$ cat src/rtl/regfile_sequencer.sv
// regfile_sequencer: clears or dumps a register-file address range on behalf of debug/boot logic
module regfile_sequencer #(
    parameter int ADDR_W = 5,
    parameter int DATA_W = 32
) (
    input  logic              clk,
    input  logic              rst,
    input  logic              start,
    input  logic              mode,
    input  logic [ADDR_W-1:0] first_addr,
    input  logic [ADDR_W-1:0] last_addr,
    output logic              busy,
    output logic              done,
    output logic              err,
    output logic [ADDR_W-1:0] rf_rd_addr,
    input  logic [DATA_W-1:0] rf_rd_data,
    output logic              rf_wr_ena,
    output logic [ADDR_W-1:0] rf_wr_addr,
    output logic [DATA_W-1:0] rf_wr_data,
    output logic              out_valid,
    input  logic              out_ready,
    output logic [ADDR_W-1:0] out_addr,
    output logic [DATA_W-1:0] out_data
);
    typedef enum logic [2:0] {IDLE, CLEAR, RD, HOLD, FIN} state_t;
    state_t              state_q, state_d;
    logic [ADDR_W-1:0]   cur_q, cur_d, last_q, last_d, out_addr_q, out_addr_d;
    logic [DATA_W-1:0]   out_data_q, out_data_d;
    logic                err_q, err_d;
    always_ff @(posedge clk) begin
        if (rst) begin
            state_q    <= IDLE;
            cur_q      <= '0;
            last_q     <= '0;
            err_q      <= 1'b0;
            out_addr_q <= '0;
            out_data_q <= '0;
        end else begin
            state_q    <= state_d;
            cur_q      <= cur_d;
            last_q     <= last_d;
            err_q      <= err_d;
            out_addr_q <= out_addr_d;
            out_data_q <= out_data_d;
        end
    end
    // Range end is detected by equality before incrementing, so cur never wraps.
    always_comb begin
        state_d    = state_q;
        cur_d      = cur_q;
        last_d     = last_q;
        err_d      = err_q;
        out_addr_d = out_addr_q;
        out_data_d = out_data_q;
        case (state_q)
            IDLE: if (start) begin
                if (first_addr <= last_addr) begin
                    cur_d   = first_addr;
                    last_d  = last_addr;
                    state_d = mode ? CLEAR : RD;
                end else begin
                    err_d   = 1'b1;
                    state_d = FIN;
                end
            end
            CLEAR: begin
                state_d = (cur_q == last_q) ? FIN : CLEAR;
                cur_d   = (cur_q == last_q) ? cur_q : cur_q + 1'b1;
            end
            RD: begin
                out_data_d = rf_rd_data;
                out_addr_d = cur_q;
                state_d    = HOLD;
            end
            HOLD: if (out_ready) begin
                state_d = (cur_q == last_q) ? FIN : RD;
                cur_d   = (cur_q == last_q) ? cur_q : cur_q + 1'b1;
            end
            FIN: begin
                err_d   = 1'b0;
                state_d = IDLE;
            end
            default: state_d = IDLE;
        endcase
    end
    assign busy       = (state_q == CLEAR) || (state_q == RD) || (state_q == HOLD);
    assign done       = (state_q == FIN);
    assign err        = (state_q == FIN) && err_q;
    assign rf_wr_ena  = (state_q == CLEAR);
    assign rf_wr_addr = (state_q == CLEAR) ? cur_q : '0;
    assign rf_wr_data = '0;
    assign rf_rd_addr = (state_q == RD || state_q == HOLD) ? cur_q : '0;
    assign out_valid  = (state_q == HOLD);
    assign out_addr   = out_addr_q;
    assign out_data   = out_data_q;
endmodule

$ cat config.mk
export PLATFORM = sky130hd
export DESIGN_NAME = regfile_sequencer
export DESIGN_NICKNAME = d
export VERILOG_FILES = /design/src/rtl/regfile_sequencer.sv
export SDC_FILE = /design/constraint.sdc
export NUM_CORES = 1
export LEC_CHECK = 0
export CORE_ASPECT_RATIO = 0.75
export CORE_MARGIN = 2
export CORE_UTILIZATION = 40
export CTS_CLUSTER_DIAMETER = 150
export DETAILED_ROUTE_END_ITERATION = 12
export PLACE_DENSITY = 0.77
export REMOVE_ABC_BUFFERS = 1
export SYNTH_ARGS = -nofsm -noshare
export SYNTH_HDL_FRONTEND = slang
export SYNTH_SLANG_ARGS = --single-unit
$ cat constraint.sdc
create_clock -name clk -period 2.6 [get_ports clk]
set_input_delay 0.52 -clock clk [delete_from_list [all_inputs] [get_ports clk]]
set_output_delay 0.52 -clock clk [all_outputs]
set_load 0.01 [all_outputs]
==> results.py, run 1 <==
metrics = {
    "clock_tree": {
        "cts_made_buffers": 5,
        "post_cts_buffers": 0,
        "htreeDepth": 2,
        "cts_resized": 0,
        "clock-sinks": 51,
        "path_clk_slew_ps": 90,
        "clk_path_buf_depth": 2,
        "clock_latency_ps": 290,
        "ctsRootBufferMaster": "clkbuf_8",
        "cts_tree": "done",
        "ctsHoldBuffers": 0,
    },
    "global_routing": {
        "grt_pass1_wl_um": 10030,
        "grt-ovfl-total": 0,
        "antenna_found_initial": 0,
        "grt_start_max_net_pins": 38,
        "track_usage": 0.1823,
        "grt_pass1_vias": 2081,
    },
    "critical_path": {
        "arrival_ps": 2670,
        "rr_worst_depth": 5,
        "path_class": "in2reg",
        "endpoint_kind": "register",
        "cp.required_ps": 2800,
        "rrSetupSlack_ps": 690,
        "startpoint_type": "input pin",
        "rr_endpoint": "cur_q[4]",
        "crit_fanout": 5,
        "reg2reg_from": "state_q[0]",
    },
    "timing": {
        "fin_crit_sh": 0.9500,
        "relSlewSlack": 0.5569,
        "fmax_ghz": 0.4048,
        "setup_viol_count_final": 0,
        "tightest_slew_ps": 659.6,
        "slew_violations": 0,
        "finClkSkew_ps": 4.481,
        "period_needed_ps": 2470,
        "hold_viol_final": 0,
        "rsz0062_at_grt": "no",
    },
    "logic_synthesis": {
        "synth_cells": 322,
        "ys_types": 40,
        "async_flop_share": 0,
        "synthMostInstantiatedCell": "nand2_1",
        "synth_flop_cell": "dfxtp_1",
        "yosys_warnings": 0,
        "syn_area_mm2": 0.002514,
        "synthTopCellsByCount": "85 x nand2_1, 51 x dfxtp_1, 44 x a21oi_1",
        "synth_area_per_cell_um2": 7.806,
        "synth_edf_count": 0,
        "synth-seq-area-share": 0.4062,
        "synth_seq_cells": 51,
        "synthTopCellsByArea": "dfxtp_1 41%, nand2_1 13%, buf_4 9.6%",
        "synth_top_area_frac": 0.4062,
        "yosys.area.top_type": "dfxtp_1",
    },
    "floorplanning": {
        "rows": 24,
        "die_area_mm2": 0.006941,
        "boundaryPins": 131,
        "dieWidth_um": 95.54,
        "core_area_mm2": 0.005946,
        "initial_core_util": 0.4228,
        "die_h_um": 72.65,
    },
    "min_path": {
        "hold_start": "out_data[6]",
        "hold_class": "reg2reg",
        "hold_depth": 2,
        "min_to": "out_data[6]",
    },
    "final_layout": {
        "layout.nets": 474,
        "fillCellCount": 551,
        "antennaDiodeCount": 0,
        "regArea_mm2": 0.001021,
        "multi_input_area_mm2": 0.001257,
        "drive_gt1_frac": 0.05924,
        "fin_cells": 500,
        "area_growth_syn_to_layout_pct": 41.81,
    },
    "run_status": {
        "status": "finished clean",
    },
    "placement": {
        "dpl.cell_count": 492,
        "portBuffers": 98,
        "hpwl_um": 4903,
        "place.gp.congestion": 0.9131,
    },
    "power": {
        "ir_drop_v": 0.0003682,
        "power_density_mw_per_mm2": 602.5,
        "power_leakage_nw": 1.360,
        "p_total_mw": 2.148,
    },
    "detailed_routing": {
        "wire_per_inst_um": 12.97,
        "via_per_inst": 4.668,
        "vias": 2334,
        "drt_wl_total_um": 6485,
        "drtIter0Drc": 97,
        "firstDrtPassIters": 4,
        "drc": 0,
        "antenna_left": 0,
    },
    "job": {
        "max_cap_viol_count": 0,
    },
}
-- worst max-delay path by stage --
stage                 startpoint  depth (start not counted)        to
finish              last_addr[4]                          8  cur_q[4]
floorplan           last_addr[4]                          7  cur_q[0]
detailed placement  last_addr[3]                          8  cur_q[3]
global placement    last_addr[4]                          8  cur_q[0]
global route        last_addr[3]                          8  cur_q[4]
CTS                 last_addr[3]                          8  cur_q[3]
-- cell families after synthesis --
| group | share of synthesized area |
|---|---|
| DFF | 0.4062 |
| buffers and inverters | 0.1399 |
| muxes | 0.02389 |
| xor gates and xnor gates | 0.01742 |
| adders and majority gates | 0.02986 |
| AOI/OAI and AO/OA | 0.1518 |
| other | 0.001492 |
| and+or+nand+nor | 0.2295 |
-- layout make-up --
cell class                      count  share of cell area
Multi-Input combinational cell    243              0.3528
Clock buffer                        6             0.02036
Sequential cell                    51              0.2864
Tap cell                           78             0.02738
Inverter                           10             0.01053
Timing Repair Buffer              110              0.2991
Clock inverter                      2            0.003510
-- report_power, final --
part / leakage, nW / switching (mW) / internal, mW
sequential: 0.414 / 0.0881 / 0.870
clock: 0.0412 / 0.247 / 0.188
combinational: 0.904 / 0.388 / 0.366
total: 1.36 / 0.724 / 1.42
-- cells in the final DEF (no fill, tap or decap), types with 2 or more instances in the layout --
| master | count |
|---|---|
| clkdlybuf4s50_1 | 97 |
| nand2_1 | 85 |
| dfxtp_1 | 51 |
| a21oi_1 | 44 |
| conb_1 | 32 |
| nor2_1 | 14 |
| and2_1 | 13 |
| buf_4 | 12 |
| inv_1 | 9 |
| mux2i_1 | 6 |
| ha_1 | 6 |
| nor3_1 | 5 |
| xnor2_1 | 5 |
| clkbuf_8 | 5 |
| o311ai_0 | 4 |
| nand3_1 | 3 |
| o32ai_1 | 3 |
| nor2b_1 | 2 |
| and3_1 | 2 |
| a2111oi_0 | 2 |
-- sequential cells by signal, indices dropped and copies added, names as in the netlist --
signal	count
state_q	3
out_data	32
err_q	1
last_q	5
out_addr	5
cur_q	5
-- critical path: stages --
cell and delay (ps):
clkdlybuf4s50_1 470, inv_1 40, ha_1 320, nand4_1 110, or2_1 240, and3_1 240, or3_4 440, o32ai_1 280
-- layer usage --
layer  vias to the layer above  global-route usage  routed length, um
met3                         6             0.04959                517
met1                      1050              0.2565               2965
met2                        79              0.2766               2929
met4                         0             0.04921                 72
met5                         -                   0                  0
li1                       1199                   -                  -
-- through the flow --
stage               hold slack [ps]    util  instance area [um^2]  TNS [ps]  setup WS (ps)
floorplan                     474.5       -                  2316         0          454.9
global placement              440.8  0.5852                  3480    -264.8         -68.54
detailed placement            445.3  0.5852                  3480    -799.1         -179.1
CTS                           458.5  0.5995                  3565         0          133.9
global route                  475.1  0.5995                  3565         0          4.308
finish                        455.9  0.5995                  3565         0          129.9
No activity file was read; power rests on OpenSTA's default activity.
==> run 2: changes to the inputs <==
--- a/config.mk
+++ b/config.mk
@@ -12,6 +12,7 @@
 export DETAILED_ROUTE_END_ITERATION = 12
 export PLACE_DENSITY = 0.77
 export REMOVE_ABC_BUFFERS = 1
+export SETUP_SLACK_MARGIN = 0.1
 export SYNTH_ARGS = -nofsm -noshare
 export SYNTH_HDL_FRONTEND = slang
 export SYNTH_SLANG_ARGS = --single-unit
==> results.py, run 2 (synthesis gave the netlist of run 1 again) <==
metrics = {
    "run_status": {
        "status": "finished clean",
    },
    "clock_tree": {
        "ctsRootBufferMaster": "clkbuf_8",
        "clock-sinks": 51,
        "cts_made_buffers": 5,
        "clock_latency_ps": 290,
        "post_cts_buffers": 0,
        "clk_path_buf_depth": 2,
        "cts_tree": "done",
        "htreeDepth": 2,
        "path_clk_slew_ps": 90,
    },
    "floorplanning": {
        "initial_core_util": 0.4228,
        "die_h_um": 72.65,
        "die_area_mm2": 0.006941,
        "boundaryPins": 131,
        "dieWidth_um": 95.54,
        "rows": 24,
        "core_area_mm2": 0.005946,
    },
    "timing": {
        "holdWs_ps": 456.0,
        "tightest_slew_ps": 767.7,
        "rsz0062_at_grt": "no",
        "fmax_ghz": 0.4173,
        "finClkSkew_ps": 3.507,
        "hold_viol_final": 0,
        "slew_violations": 0,
        "fin_crit_sh": 0.9218,
        "layout_setup_ws_ps": 203.4,
        "relSlewSlack": 0.4842,
        "setup_viol_count_final": 0,
        "period_needed_ps": 2397,
    },
    "power": {
        "intPower_mw": 1.440,
        "pwr-share-comb": 0.360,
        "p_switching_mw": 0.7384,
        "switching_share": 0.3390,
        "power_leakage_nw": 1.366,
        "ir_drop_v": 0.0003692,
        "seqPwrFrac": 0.440,
        "power_density_mw_per_mm2": 605.7,
        "p_total_mw": 2.178,
        "p_clk_frac": 0.200,
    },
    "min_path": {
        "hold_class": "reg2reg",
        "hold_start": "out_data[6]",
    },
    "placement": {
        "dpl.cell_count": 492,
        "hpwl_um": 4903,
        "portBuffers": 98,
        "place_ws_ps": -179.1,
        "place.gp.congestion": 0.9131,
    },
    "final_layout": {
        "fin_cells": 500,
        "area_growth_syn_to_layout_pct": 43.06,
        "largest_reg_flops": 32,
        "final_common_cell": "clkdlybuf4s50_1",
        "drive_gt1_frac": 0.07346,
        "layout.nets": 474,
        "final_util": 0.6048,
        "fillCellCount": 549,
        "antennaDiodeCount": 0,
        "regArea_mm2": 0.001022,
        "multi_input_area_mm2": 0.001287,
        "final_cell_mix": "97 x clkdlybuf4s50_1, 85 x nand2_1, 50 x dfxtp_1",
    },
    "critical_path": {
        "crit_cells": 8,
        "setup.worst_path.start": "last_addr[3]",
        "slowest_stage": "clkdlybuf4s50_1",
        "cp.required_ps": 2800,
        "rr_worst_depth": 5,
        "arrival_ps": 2600,
        "startpoint_type": "input pin",
        "crit_chain": "clkdlybuf4s50_1 -> inv_1 -> ha_1 -> nand4_1 -> or2_1 -> and3_4 -> or3_4 -> o41ai_2",
        "path_class": "in2reg",
        "cp_top_family": "simple AND/OR/NAND/NOR gates",
        "rr_endpoint": "cur_q[4]",
        "critPathMaxStageDelay_ps": 490,
        "reg2reg_from": "cur_q[2]",
        "crit_fanout": 5,
        "endpoint_kind": "register",
        "worst-path-buf-inv": 2,
        "rrSetupSlack_ps": 600,
        "crit_path_end": "cur_q[0]",
    },
    "detailed_routing": {
        "antenna_left": 0,
        "drc": 0,
        "via_per_inst": 4.698,
        "drtIter0Drc": 70,
        "vias": 2349,
        "drt_wl_total_um": 6564,
        "wire_per_inst_um": 13.13,
        "firstDrtPassIters": 4,
    },
    "global_routing": {
        "grt_pass1_vias": 2081,
        "grt_use_met2": 0.2766,
        "grt_busiest_layer": "met2",
        "grt_start_max_net_pins": 38,
        "use_met3": 0.04959,
        "grt-ovfl-total": 0,
        "grt_pass1_wl_um": 10030,
        "track_usage": 0.1823,
        "grtUsageMet1": 0.2565,
        "antenna_found_initial": 0,
    },
    "job": {
        "max_cap_viol_count": 0,
    },
}
run 2: power by group through the flow:
stage	logic (mW)	clock network [mW]	registers, mW
after floorplan	0.367	0	0.979
after global placement	0.738	0	0.972
after detailed placement	0.750	0	0.975
after CTS	0.754	0.456	0.958
after global routing	0.865	0.481	0.974
final	0.783	0.436	0.959
run 2: worst min path at each step:
stage,to,cells past startpoint
detailed placement,out_data[6],2
CTS,out_data[6],2
global placement,out_data[8],2
finish,out_data[6],2
global route,out_data[28],2
floorplan,out_addr[0],2
run 2: worst min-delay path, delay by kind of cell, from the launching register on:
family,cells,cell delay (ps)
flops,1,320
simple gates,1,50
compound gates,1,50
run 2: per-stage QoR:
step / area, um^2 / TNS, ps
floorplan: 2316 / 0
global placement: 3480 / -264.8
detailed placement: 3480 / -799.1
CTS: 3565 / 0
global route: 3596 / 0
finish: 3596 / 0
run 2: layer usage:
layer,up-vias,part of all wire
met2,73,0.46
li1,1201,-
met3,4,0.078
met4,0,0.0082
met1,1071,0.45
met5,-,0
run 2: repair_timing:
item | in CTS | in global routing
endpoints found under the setup margin | 0 | 8
hold buffers | 0 | 0
resized for setup | 0 | 9
endpoints found under the hold margin | 0 | 0
run 2: final cells by class:
type                       count  share of cell area
multi-input combinational    243              0.3580
tap                           78             0.02714
sequential                    51              0.2843
inverter                      10             0.01044
timing repair buffer         110              0.2965
clock inverter                 2            0.003479
clock buffer                   6             0.02018
